[src/rtl/decoder_sequencer.sv]
// Decode sequencer: arbitrates the ID-stage decoder between fetch and debug
// injection and buffers decoded entries in a DEPTH-entry issue queue.
// Optional performance counters are enabled by defining DECODER_SEQUENCER_PERF_EN.

package decoder_sequencer_pkg;
  typedef struct packed {
    logic [63:0] pc;
    logic [6:0]  op;
    logic [4:0]  rd;
    logic [4:0]  rs1;
    logic [4:0]  rs2;
    logic        valid;
  } scoreboard_entry_t;
endpackage

module decoder_sequencer
  import decoder_sequencer_pkg::*;
#(
  parameter int unsigned DEPTH = 4
) (
  input  logic              clk_i,
  input  logic              rst_ni,
  input  logic              flush_i,
  input  logic              debug_mode_i,
  input  logic              fetch_valid_i,
  output logic              fetch_ready_o,
  input  logic [63:0]       fetch_pc_i,
  input  logic [31:0]       fetch_instr_i,
  input  logic              fetch_is_compressed_i,
  input  logic              dbg_valid_i,
  output logic              dbg_ready_o,
  input  logic [63:0]       dbg_pc_i,
  input  logic [31:0]       dbg_instr_i,
  output logic [63:0]       dec_pc_o,
  output logic [31:0]       dec_instr_o,
  output logic              dec_is_compressed_o,
  input  scoreboard_entry_t dec_entry_i,
  input  logic              dec_is_ctrl_flow_i,
  output logic              issue_valid_o,
  input  logic              issue_ready_i,
  output scoreboard_entry_t issue_entry_o,
  output logic              issue_is_ctrl_flow_o,
  output logic              issue_src_dbg_o,
  output logic [31:0]       perf_issued_o,
  output logic [31:0]       perf_stall_o
);

  localparam int unsigned AW = $clog2(DEPTH);
  localparam logic [AW-1:0] PTR_ONE  = AW'(1);
  localparam logic [AW:0]   CNT_ONE  = (AW+1)'(1);
  localparam logic [AW:0]   CNT_FULL = (AW+1)'(DEPTH);

  localparam logic [1:0] ST_RUN   = 2'd0;
  localparam logic [1:0] ST_DRAIN = 2'd1;
  localparam logic [1:0] ST_DEBUG = 2'd2;

  logic [1:0]        state_r;
  logic [1:0]        state_next_s;
  logic [AW-1:0]     wr_ptr_r;
  logic [AW-1:0]     rd_ptr_r;
  logic [AW:0]       count_r;
  logic              full_s;
  logic              fetch_ready_s;
  logic              dbg_ready_s;
  logic              issue_valid_s;
  logic              push_s;
  logic              pop_s;

  scoreboard_entry_t entry_mem_r [DEPTH];
  logic              ctrl_mem_r  [DEPTH];
  logic              src_mem_r   [DEPTH];

  assign full_s        = (count_r == CNT_FULL);
  assign issue_valid_s = (count_r != {(AW+1){1'b0}});

  // Readies: owner-only, no pass-through when full, closed during flush and reset.
  always_comb begin
    fetch_ready_s = 1'b0;
    dbg_ready_s   = 1'b0;
    if (rst_ni && !flush_i && !full_s) begin
      if (state_r == ST_RUN) begin
        fetch_ready_s = 1'b1;
      end else if (state_r == ST_DEBUG) begin
        dbg_ready_s = 1'b1;
      end else begin
        fetch_ready_s = 1'b0;
        dbg_ready_s   = 1'b0;
      end
    end else begin
      fetch_ready_s = 1'b0;
      dbg_ready_s   = 1'b0;
    end
  end

  assign push_s = (fetch_valid_i & fetch_ready_s) | (dbg_valid_i & dbg_ready_s);
  assign pop_s  = issue_valid_s & issue_ready_i & ~flush_i;

  // Decoder input mux, selected by ownership state only.
  always_comb begin
    dec_pc_o            = fetch_pc_i;
    dec_instr_o         = fetch_instr_i;
    dec_is_compressed_o = fetch_is_compressed_i;
    if (state_r == ST_DEBUG) begin
      dec_pc_o            = dbg_pc_i;
      dec_instr_o         = dbg_instr_i;
      dec_is_compressed_o = 1'b0;
    end else begin
      dec_pc_o            = fetch_pc_i;
      dec_instr_o         = fetch_instr_i;
      dec_is_compressed_o = fetch_is_compressed_i;
    end
  end

  // Ownership FSM: switching always passes through DRAIN until the queue empties.
  always_comb begin
    state_next_s = state_r;
    if (flush_i) begin
      state_next_s = debug_mode_i ? ST_DEBUG : ST_RUN;
    end else begin
      case (state_r)
        ST_RUN:   state_next_s = debug_mode_i ? ST_DRAIN : ST_RUN;
        ST_DEBUG: state_next_s = debug_mode_i ? ST_DEBUG : ST_DRAIN;
        ST_DRAIN: begin
          if (count_r == {(AW+1){1'b0}}) begin
            state_next_s = debug_mode_i ? ST_DEBUG : ST_RUN;
          end else begin
            state_next_s = ST_DRAIN;
          end
        end
        default:  state_next_s = ST_RUN;
      endcase
    end
  end

  // State, pointers and occupancy.
  always_ff @(posedge clk_i or negedge rst_ni) begin
    if (!rst_ni) begin
      state_r  <= ST_RUN;
      wr_ptr_r <= {AW{1'b0}};
      rd_ptr_r <= {AW{1'b0}};
      count_r  <= {(AW+1){1'b0}};
    end else if (flush_i) begin
      state_r  <= state_next_s;
      wr_ptr_r <= {AW{1'b0}};
      rd_ptr_r <= {AW{1'b0}};
      count_r  <= {(AW+1){1'b0}};
    end else begin
      state_r <= state_next_s;
      if (push_s) begin
        wr_ptr_r <= wr_ptr_r + PTR_ONE;
      end
      if (pop_s) begin
        rd_ptr_r <= rd_ptr_r + PTR_ONE;
      end
      case ({push_s, pop_s})
        2'b10:   count_r <= count_r + CNT_ONE;
        2'b01:   count_r <= count_r - CNT_ONE;
        default: count_r <= count_r;
      endcase
    end
  end

  // Queue storage; contents are only observed behind a nonzero count.
  always_ff @(posedge clk_i) begin
    if (push_s) begin
      entry_mem_r[wr_ptr_r] <= dec_entry_i;
      ctrl_mem_r[wr_ptr_r]  <= dec_is_ctrl_flow_i;
      src_mem_r[wr_ptr_r]   <= dbg_ready_s;
    end
  end

  assign fetch_ready_o        = fetch_ready_s;
  assign dbg_ready_o          = dbg_ready_s;
  assign issue_valid_o        = issue_valid_s;
  assign issue_entry_o        = entry_mem_r[rd_ptr_r];
  assign issue_is_ctrl_flow_o = ctrl_mem_r[rd_ptr_r];
  assign issue_src_dbg_o      = issue_valid_s & src_mem_r[rd_ptr_r];

`ifdef DECODER_SEQUENCER_PERF_EN
  logic [31:0] perf_issued_r;
  logic [31:0] perf_stall_r;

  // Free-running counters, cleared by reset only.
  always_ff @(posedge clk_i or negedge rst_ni) begin
    if (!rst_ni) begin
      perf_issued_r <= 32'd0;
      perf_stall_r  <= 32'd0;
    end else begin
      if (issue_valid_s && issue_ready_i) begin
        perf_issued_r <= perf_issued_r + 32'd1;
      end
      if (fetch_valid_i && !fetch_ready_s) begin
        perf_stall_r <= perf_stall_r + 32'd1;
      end
    end
  end

  assign perf_issued_o = perf_issued_r;
  assign perf_stall_o  = perf_stall_r;
`else
  assign perf_issued_o = 32'd0;
  assign perf_stall_o  = 32'd0;
`endif

endmodule

[config.mk]
export PLATFORM = sky130hd
export DESIGN_NAME = decoder_sequencer
export DESIGN_NICKNAME = d
export VERILOG_FILES = /design/src/rtl/decoder_sequencer.sv
export SDC_FILE = /design/constraint.sdc
export NUM_CORES = 1
export LEC_CHECK = 0
export CORE_AREA = 2 2 209 211
export CTS_CLUSTER_SIZE = 8
export DETAILED_ROUTE_END_ITERATION = 10
export DIE_AREA = 0 0 211 213
export GPL_TIMING_DRIVEN = 0
export PLACE_DENSITY = 0.66
export SLEW_MARGIN = 20
export SYNTH_ARGS = -nofsm -noshare
export SYNTH_HDL_FRONTEND = slang
export SYNTH_SLANG_ARGS = --single-unit
[constraint.sdc]
create_clock -name clk_i -period 4.1 [get_ports clk_i]
set_input_delay 0.615 -clock clk_i [delete_from_list [all_inputs] [get_ports clk_i]]
set_output_delay 0.615 -clock clk_i [all_outputs]
set_load 0.1 [all_outputs]
; ---- After elaboration in Yosys (flattened, before gate mapping)
; Memory sizes are Yosys's and may differ from the RTL's.
; Cells that the tools add are included.
[word_totals]
regBits = 9
ramBits = 356
in_bits = 288
output_inout_bits = 253
word_cells = 55
n_memories = 3
[classes]
add_sub_neg = 4
n_eq_ne = 5
mux = 22
bitwise_logic = 7
n_reduce_logical = 10
[memory_table]
columns = memory, depth, width, rd, rd_ports_with_merged_regs, wr, line
row1 = entry_mem_r, 4, 87, 1, 0, 1, 69  ; scoreboard_entry_t entry_mem_r [DEPTH];
row2 = ctrl_mem_r, 4, 1, 1, 0, 1, 70  ; logic ctrl_mem_r [DEPTH];
row3 = src_mem_r, 4, 1, 1, 0, 1, 71  ; logic src_mem_r [DEPTH];
[ops]
columns = operator, count
row1 = two-way mux 64 bit, 1
row2 = two-way mux 32 bit, 1
row3 = two-way mux 2 bit, 8
row4 = two-way mux 1 bit, 9
row5 = case mux 2 bit (3 select lines), 1
row6 = case mux 3 bit (2 select lines), 1
row7 = nonzero test 3 bit, 2
row8 = bitwise AND 1 bit, 5
row9 = adder 2 x 1 -> 2 bit (second input constant), 2
row10 = == test 2 x 1 -> 1 bit (second input constant), 2
row11 = == test 2 bit (second input constant), 2
row12 = nonzero test 2 bit, 2
row13 = adder 3 x 1 -> 3 bit (second input constant), 1
row14 = == test 3 bit (second input constant), 1
row15 = logical NOT 3 bit, 1
row16 = two-way mux 3 bit, 1
row17 = subtractor 3 x 1 -> 3 bit (second input constant), 1
row18 = logical AND 1 bit, 2
row19 = logical NOT 1 bit, 2
row20 = logical NOT 2 bit, 1
row21 = inverter 1 bit, 1
row22 = OR 1 bit, 1

; ---- Longest topological paths before layout
; Gate-level depths: netlist of the first run.
[depth]
word_depth = 9
mapped_depth = 7
mapped_depth_nobuf = 7

; ---- Least setup slack after synthesis of the first run
; OpenSTA, ideal clock, no wires.
[synth_path]
kind = in2reg
startpoint = input flush_i
endpoint = memory ctrl_mem_r[1] (enable)
setup_ps = 457
arrival_ps = 3545
t_required_ps = 3643
slack_ps = 97
cell_stages = 3
n_path_buf = 0
cell_sequence = nand2b_1 -> a2111oi_4 -> and2_1
[synth_via]
elab_chain_len = 8
elab_cells_between_ends = 10
classes_between = mux (4) / bitwise (3) / reduce/logical (3)
[synth_rtl]
columns = element, line
row1 = from (decl), 23  ; input logic flush_i,
row2 = logical NOT 1 bit (*), 80  ; if (rst_ni && !flush_i && !full_s) begin
row3 = logical AND 1 bit (*) (2 in series), 80
row4 = two-way mux 1 bit, 80
row5 = bitwise AND 1 bit, 95  ; assign push_s = (fetch_valid_i & fetch_ready_s) | (dbg_valid_i & dbg_ready_s);
row6 = OR 1 bit (*), 95
row7 = two-way mux 1 bit (*), 165  ; if (push_s) begin
row8 = two-way mux 1 bit (implied by the code) (*), 167  ; ctrl_mem_r[wr_ptr_r] <= dec_is_ctrl_flow_i;
row9 = to (decl), 70
; Every way passes the cells marked *; elsewhere a longest branch is shown, timed or not.

; ---- Worst setup path after layout of the first run
[layout_path]
startpoint = register state_r[1]
endpoint = output dec_pc_o[63]
[layout_via]
elab_chain_len = 2
[layout_rtl]
columns = element, line
row1 = from (decl), 57  ; logic [1:0] state_r;
row2 = from (signal assigned), 143  ; state_r <= state_next_s;
row3 = from (signal assigned), 148  ; state_r <= state_next_s;
row4 = == test 2 bit, 103  ; if (state_r == ST_DEBUG) begin
row5 = two-way mux 64 bit, 103
row6 = to (decl), 34  ; output logic [63:0] dec_pc_o,
; Every way passes these cells.

==> out/metrics.yaml, run 1 <==
cts_tree: "yes"
die_area_um2: 44900
r2r-end: "entry_mem_r[2][41]$_DFFE_PP_"
synth_area_um2: 15000
clk_latency_ns: 0.57
critPathBufInv: 3
period_share_pct: 96.2
clock-sinks: 365
critPathCapture: "dec_pc_o[63]"
grt_pass1_wl_um: 65700
final_max_slew_viol_count: 0
clk_path_buf_depth: 3
wl_um: 47900
crit_slowest_cell: "clkdlybuf4s50_1"
ctsHoldBuffers: 0
final_cell_area_um2: 22000
cp_num_cells: 5
ys_seq_elements: 365
max_stage_delay_ns: 1.15
layout_setup_ws_ns: 0.154
grt_max_degree: 44
place_inst: 1794
detail_route.first_pass.iterations: 5
final_common_cell: "edfxtp_1"
r2r_start: "state_r[1]$_DFF_PN0_"
finalHoldViolCount: 0
reg2reg_depth: 5
final_cell_mix: "edfxtp_1 (356), clkdlybuf4s50_1 (295), dlygate4sd2_1 (111)"
peakVddDrop_mv: 0.357
status: "finished clean"
clkSlewWorstSetupHoldPaths_ns: 0.05
ctsHtreeMaxLevel: 2
startpoint: "state_r[1]$_DFF_PN0_"
gr-total-overflow: 0
start_kind: "register"
synth.distinct_cells: 34
grt_use_total_pct: 21.0
min_period_ns: 3.95
rsz0062_at_grt: "false"
routabilityCongestion: 0.858
hold-worst-slack_ns: 0.384
placed_area_um2: 20900
drtIter0Drc: 788
worst-path-max-fanout: 10
cp.required_ns: 3.48
grt_pass1_vias: 9227
drive_gt1_share_pct: 29.3
crit_type: "register to output pin"
avgSynthCellArea_um2: 21.4
port_buffers: 476
end_kind: "output pin"
finalClockSkew_ns: 0.0159
fin_nets: 1593
seq_area_frac_synth_pct: 72.6
synth_cells: 701
core_um2: 42700
final_util_pct: 51.6
cap_violations: 0
worst_pin_slew_ns: 1.03
io_pins: 541
syn_to_final_growth_pct: 46.4
start_util_pct: 35.2
cts_setup_buffers: 0
reg2reg_setup_slack_ns: 1.39
clock.fmax_mhz: 253
routedWlPerCell_um: 25.7
dpl.hpwl_um: 36300
antenna_found_initial: 18
dp_slack_ns: 0.0383
finalSetupViolCount: 0
drc: 0
dr_total_vias: 8935
crit_arrival_ns: 3.33
ant_nets: 0
die_w_um: 211
slew_headroom_pct: 31.3
crit_chain: "nor2b_2, clkbuf_1, clkbuf_2, mux2_2, clkdlybuf4s50_1"
path_delay_family: "buffers and inverters"
die_h_um: 213
cts-root-buf: "clkbuf_16"
instances_no_fill: 1861
yosys_warnings: 0
p_leak_uw: 0.00781
p_per_area_nw_per_um2: 559
holdCritPathClass: "input port to asynchronous set/reset pin"
core.rowCount: 76
fill_cells: 3563
via_per_inst: 4.80
numCtsBuffers: 51
synth_stat cells (all sizes together):
cell     instances  area, µm²
edfxtp         356      10700
mux2            98       1100
mux4            89       2000
buf             79        551
clkbuf          17       63.8
nor2            11       43.8
dfrtp            9        225
and2             7       47.5
ha               4       50.1
mux2i            4       40.0
inv              3       11.3
nand2b           3       18.8
nor2b            3       21.3
nor3             3       15.0
xor2             3       33.8
a2111oi          1       27.5
a211oi           1       7.51
a21o             1       7.51
a21oi            1       5.00
conb             1       3.75
fa               1       20.0
nand3            1       5.00
nor3b            1       7.51
o31a             1       8.76
o31ai            1       7.51
or2b             1       7.51
xnor2            1       8.76
worst min path at each step:
| stage | from | endpoint | slack [ns] | cells past startpoint |
|---|---|---|---|---|
| floorplan | rst_ni | count_r[0]$_DFFE_PN0P_ | 0.32 | 0 |
| global placement | wr_ptr_r[1]$_DFFE_PN0P_ | wr_ptr_r[1]$_DFFE_PN0P_ | 0.57 | 2 |
| detailed placement | wr_ptr_r[1]$_DFFE_PN0P_ | wr_ptr_r[1]$_DFFE_PN0P_ | 0.59 | 2 |
| CTS | rst_ni | count_r[2]$_DFFE_PN0P_ | 0.36 | 1 |
| global route | rst_ni | count_r[2]$_DFFE_PN0P_ | 0.39 | 1 |
| finish | rst_ni | count_r[0]$_DFFE_PN0P_ | 0.38 | 1 |
state kept, by name, indices dropped and copies added (netlist names):
signal / flops
entry_mem_r: 348
src_mem_r: 4
state_r: 2
wr_ptr_r: 2
ctrl_mem_r: 4
rd_ptr_r: 2
count_r: 3
metal layers:
metal,vias up,global-route usage [%],share of wire (%)
met1,4512,26.6,39
met4,20,4.93,2.0
li1,3921,-,-
met2,398,35.0,50
met5,-,0,0.25
met3,84,6.93,8.6
cells by family after synthesis:
family / synth area share (%)
AO/OA/AOI/OAI: 0.424
flip-flops: 72.6
other: 0.0249
buffers and inverters: 4.16
AND/OR/NAND/NOR: 1.11
adder cells (fa/ha/maj): 0.466
multiplexers: 20.9
XOR/XNOR: 0.283
where the power goes:
part | switching, µW | leakage, µW | internal, µW
Sequential | 51.3 | 0.00333 | 4210
Clock | 1430 | 0.000674 | 2270
Combinational | 3300 | 0.00381 | 1050
final cells by class:
type                       instances  area [µm²]  share of cell area, %
multi-input combinational        300        3740                   17.0
sequential                       365       10900                   49.6
inverter                           3        11.3                 0.0512
antenna                            1        2.50                 0.0114
buffer                            95         619                   2.81
timing repair buffer             484        4660                   21.2
tap                              546         683                   3.10
clock buffer                      65        1360                   6.18
clock inverter                     2        25.0                  0.114
worst reg2reg max path, stage by stage (launching register included):
cell       delay [ns]
dfrtp_1          0.44
mux2i_1          0.19
a2111oi_4        0.67
and2_4           0.43
buf_16           0.27
buf_16           0.27
repair_timing:
item / 4_1_cts / 5_1_grt
gates resized for setup: 217 / 94
setup endpoints to repair: 185 / 53
hold endpoints to repair: 0 / 0
per-stage QoR:
stage	power [µW]	TNS (ns)
after floorplan	7740	0
after global placement	8890	-468.49
after detailed placement	8920	0
after CTS	12500	0
after global routing	12700	0
final	12300	0
Power figures use the tool's default switching activity.
==> run 2, diff against run 1 <==
- SKIP_CTS_REPAIR_TIMING: unset -> 1
- clock period: 4.1 -> 4.35 ns (I/O delays scaled with it)
==> run 2 against run 1 <==
Clock skew increased by 0.0012 ns. Count of clock-buffer cells in the layout unchanged. Critical path type unchanged. Worst hold slack improved by 0.038 ns. Final cell count increased by 0.21%. Largest cell class unchanged.
==> out/metrics.yaml, run 2 (synthesized netlist as in run 1, its figures left out) <==
status: "finished clean"
worst-path-max-fanout: 10
wl_um: 48200
syn_to_final_growth_pct: 50.4
p_leak_uw: 0.00869
hold-worst-slack_ns: 0.422
drtIter0Drc: 712
start_util_pct: 35.2
top_register: "entry_mem_r"
port_buffers: 476
cts-root-buf: "clkbuf_16"
final_cell_area_um2: 22600
path_delay_family: "buffers and inverters"
cp.required_ns: 3.70
clock-sinks: 365
max_stage_delay_ns: 1.16
finalHoldViolCount: 0
largest_reg_flops: 348
slew_headroom_pct: 26.0
grt_pass1_vias: 9215
fin_nets: 1593
start_kind: "register"
critPathBufInv: 3
drive_gt1_share_pct: 25.0
finalSetupViolCount: 0
crit_slowest_cell: "clkdlybuf4s50_1"
met2_length_um: 24000
ctsHtreeMaxLevel: 2
clk_latency_ns: 0.57
cts_tree: "yes"
dpl.hpwl_um: 36300
ant_nets: 0
final_common_cell: "edfxtp_1"
grt_max_degree: 44
final_cell_mix: "edfxtp_1 (356), clkdlybuf4s50_1 (353), dlymetal6s2s_1 (119)"
core.rowCount: 76
io_pins: 541
routabilityCongestion: 0.858
die_area_um2: 44900
crit_chain: "nor2b_2, clkbuf_1, buf_1, mux2_2, clkdlybuf4s50_1"
crit_type: "register to output pin"
routedWlPerCell_um: 25.9
die_w_um: 211
clkSlewWorstSetupHoldPaths_ns: 0.05
rsz0062_at_grt: "false"
dr_total_vias: 8968
reg2reg_depth: 5
cap_violations: 0
detail_route.first_pass.iterations: 7
core_um2: 42700
die_h_um: 213
p_per_area_nw_per_um2: 521
grt_pass1_wl_um: 65500
final_max_slew_viol_count: 0
antenna_found_initial: 25
crit_arrival_ns: 3.52
numCtsBuffers: 51
routed.top_layer: "met5"
cp_num_cells: 5
final_util_pct: 53.0
gr-total-overflow: 0
drt-met1-wl_um: 18700
min_period_ns: 4.17
largest_registers: "entry_mem_r: 348 flops, ctrl_mem_r: 4 flops, src_mem_r: 4 flops"
finalClockSkew_ns: 0.0171
via_per_inst: 4.81
period_share_pct: 95.9
holdCritPathClass: "input port to asynchronous set/reset pin"
met3_length_um: 4310
worst_pin_slew_ns: 1.11
peakVddDrop_mv: 0.336
drc: 0
clock.fmax_mhz: 240
grt_use_total_pct: 20.9
placed_area_um2: 20900
end_kind: "output pin"
clk_path_buf_depth: 3
[run 2: cell type report]
class	instances	area, µm²
Fill cell	3452	20100
Sequential cell	365	10900
Timing Repair Buffer	484	5260
Multi-Input combinational cell	300	3740
Clock buffer	65	1360
Tap cell	546	683
Buffer	95	612
Clock inverter	2	25.0
Antenna cell	5	12.5
Inverter	3	11.3
[run 2: metal layers]
| layer | vias up | track usage (%) |
|---|---|---|
| li1 | 3933 | - |
| met1 | 4525 | 26.1 |
| met2 | 403 | 34.3 |
| met3 | 83 | 7.56 |
| met4 | 24 | 6.02 |
| met5 | - | 0 |
[run 2: where the power goes]
| part | internal [µW] | switching (µW) |
|---|---|---|
| registers | 3970 | 48.6 |
| clock network | 2140 | 1340 |
| logic | 1170 | 3110 |
| total | 7270 | 4500 |
[run 2: path summary, 6_finish.rpt]
kind                                                end               startpoint  slack [ns]
max                                        dec_pc_o[45]     state_r[1]$_DFF_PN0_        0.18
min                              count_r[0]$_DFFE_PN0P_                   rst_ni        0.42
max reg2reg                entry_mem_r[2][44]$_DFFE_PP_     state_r[1]$_DFF_PN0_        1.65
min reg2reg                     wr_ptr_r[1]$_DFFE_PN0P_  wr_ptr_r[1]$_DFFE_PN0P_        0.61
max in group asynchronous       rd_ptr_r[1]$_DFFE_PN0P_                   rst_ni        3.59
min in group clk_i              wr_ptr_r[1]$_DFFE_PN0P_  wr_ptr_r[1]$_DFFE_PN0P_        0.61
[run 2: per-stage QoR]
stage	power, µW	std cells	setup TNS, ns	setup WS [ns]
floorplan	7290	764	0	0.310
CTS	11900	1861	-13.45	-0.367
global placement	8380	1786	-392.84	-2.40
global route	12100	1862	0	0.00318
finish	11800	1865	0	0.178
detailed placement	8410	1794	0	0.213
==> run 3, diff against run 2 <==
- CAP_MARGIN: unset -> 20
==> run 3 against run 2 <==
Worst hold slack got worse by 0.0017 ns. Wire length up 0.34%. Register-to-register slack barely moved. Sequential cell count is the same. Largest power group unchanged. Setup slack got worse by 0.0094 ns. Critical path depth decreased by 1. Sequential share of layout area increased by 0.083 points. First-iteration DRC count is 9.1% lower. Clock skew rose by 0.00088 ns. Combinational power about the same. Global-route usage about the same. Largest cell class unchanged. Via count decreased by 0.48%.
==> out/metrics.yaml, run 3 (synthesized netlist as in run 1, its figures left out) <==
status: "finished clean"
clkSlewWorstSetupHoldPaths_ns: 0.05
p_int_uw: 7270
top_register: "entry_mem_r"
grt_use_total_pct: 20.9
largest_registers: "entry_mem_r: 348 flops, ctrl_mem_r: 4 flops, src_mem_r: 4 flops"
port_buffers: 476
core_um2: 42700
wl_um: 48400
p_sw_uw: 4520
min_period_ns: 4.18
fill_cells: 3459
fin_nets: 1593
final_common_cell: "clkdlybuf4s50_1"
dp_slack_ns: 0.215
start_util_pct: 35.2
drtIter0Drc: 647
dr_total_vias: 8925
layout_setup_ws_ns: 0.169
clockPowerShare_pct: 29.6
finalClockSkew_ns: 0.0180
finalHoldViolCount: 0
die_w_um: 211
clock-sinks: 365
pwr-share-seq_pct: 34.0
largest_reg_flops: 348
drive_gt1_share_pct: 24.6
crit_type: "register to output pin"
clock.fmax_mhz: 239
core.rowCount: 76
via_per_inst: 4.78
start_kind: "register"
numCtsBuffers: 51
die_area_um2: 44900
final_max_slew_viol_count: 0
drc: 0
routabilityCongestion: 0.858
antenna_found_initial: 29
ant_nets: 0
gr-total-overflow: 0
comb_power_share_pct: 36.3
ctsHtreeMaxLevel: 2
ff_latch_area_um2: 10900
rsz0062_at_grt: "false"
hold-worst-slack_ns: 0.421
cp.required_ns: 3.70
worst_pin_slew_ns: 1.09
io_pins: 541
grt_max_degree: 44
p_per_area_nw_per_um2: 522
finalSetupViolCount: 0
cts_tree: "yes"
period_share_pct: 96.1
end_kind: "output pin"
clk_path_buf_depth: 3
grt_pass1_wl_um: 65000
clk_latency_ns: 0.57
holdCritPathClass: "input port to asynchronous set/reset pin"
final_cell_mix: "clkdlybuf4s50_1 (378), edfxtp_1 (356), dlymetal6s2s_1 (98)"
routedWlPerCell_um: 25.9
peakVddDrop_mv: 0.307
cap_violations: 0
fin_setup_tns_ns: 0
dpl.hpwl_um: 36300
worst-path-max-fanout: 10
multi_input_area_um2: 3740
crit_arrival_ns: 3.53
detail_route.first_pass.iterations: 6
cts-root-buf: "clkbuf_16"
grt_pass1_vias: 9158
switching_share_pct: 38.4
die_h_um: 213
reg2reg_depth: 5
p_leak_uw: 0.00849
slew_headroom_pct: 27.2
syn_to_final_growth_pct: 50.2
==> run 3: cell types whose count changed in the layout (fill, tap and decap cells not counted), sizes merged <==
cell	before	now
clkbuf	86	83
clkdlybuf4s50	353	378
dlymetal6s2s	119	98
==> run 3: layout make-up <==
type / instances / share of cell area, %
antenna: 5 / 0.0554
buffer: 95 / 2.71
clock buffer: 66 / 6.00
clock inverter: 2 / 0.111
inverter: 3 / 0.0499
multi-input combinational: 300 / 16.6
sequential: 365 / 48.3
tap: 546 / 3.03
timing repair buffer: 484 / 23.2
==> run 3: power groups by stage <==
stage / combinational (µW) / clock, µW / sequential [µW]
2_1_floorplan: 3230 / 0 / 4060
3_3_place_gp: 4310 / 0 / 4070
3_5_place_dp: 4340 / 0 / 4070
4_1_cts: 4350 / 3570 / 4000
5_1_grt: 4410 / 3700 / 4020
6_report: 4290 / 3490 / 4010
==> run 3: worst paths after layout <==
kind	startpoint	end	slack, ns
hold reg to reg	wr_ptr_r[1]$_DFFE_PN0P_	wr_ptr_r[1]$_DFFE_PN0P_	0.59
min in group clk_i	wr_ptr_r[1]$_DFFE_PN0P_	wr_ptr_r[1]$_DFFE_PN0P_	0.59
setup / recovery	rd_ptr_r[1]$_DFFE_PN0P_	issue_entry_o[56]	0.17
setup reg to reg	state_r[1]$_DFF_PN0_	entry_mem_r[2][43]$_DFFE_PP_	1.65
hold / removal	rst_ni	count_r[2]$_DFFE_PN0P_	0.42
max in group asynchronous	rst_ni	count_r[1]$_DFFE_PN0P_	3.59
==> run 3: metrics by stage <==
| step | total power, µW | cells | utilization [%] | instance area (µm²) |
|---|---|---|---|---|
| after floorplan | 7290 | 764 | - | 15300 |
| after global placement | 8380 | 1786 | 48.5 | 20700 |
| after detailed placement | 8410 | 1794 | 49.1 | 20900 |
| after CTS | 11900 | 1862 | 52.3 | 22300 |
| after global routing | 12100 | 1864 | 52.9 | 22600 |
| final | 11800 | 1866 | 52.9 | 22600 |
==> run 3: routing by layer <==
layer	up-vias	global-route usage, %	wire length, µm
li1	3925	-	-
met1	4464	25.4	18600
met2	397	33.8	23700
met3	109	8.57	4450
met4	30	7.24	1470
met5	-	0	210
==> run 3: worst max-delay path, stage by stage (launching register included) <==
cell             delay, ns
dfrtp_1               0.31
clkbuf_1              0.58
clkbuf_1              0.59
mux4_2                0.34
clkdlybuf4s50_1       1.13
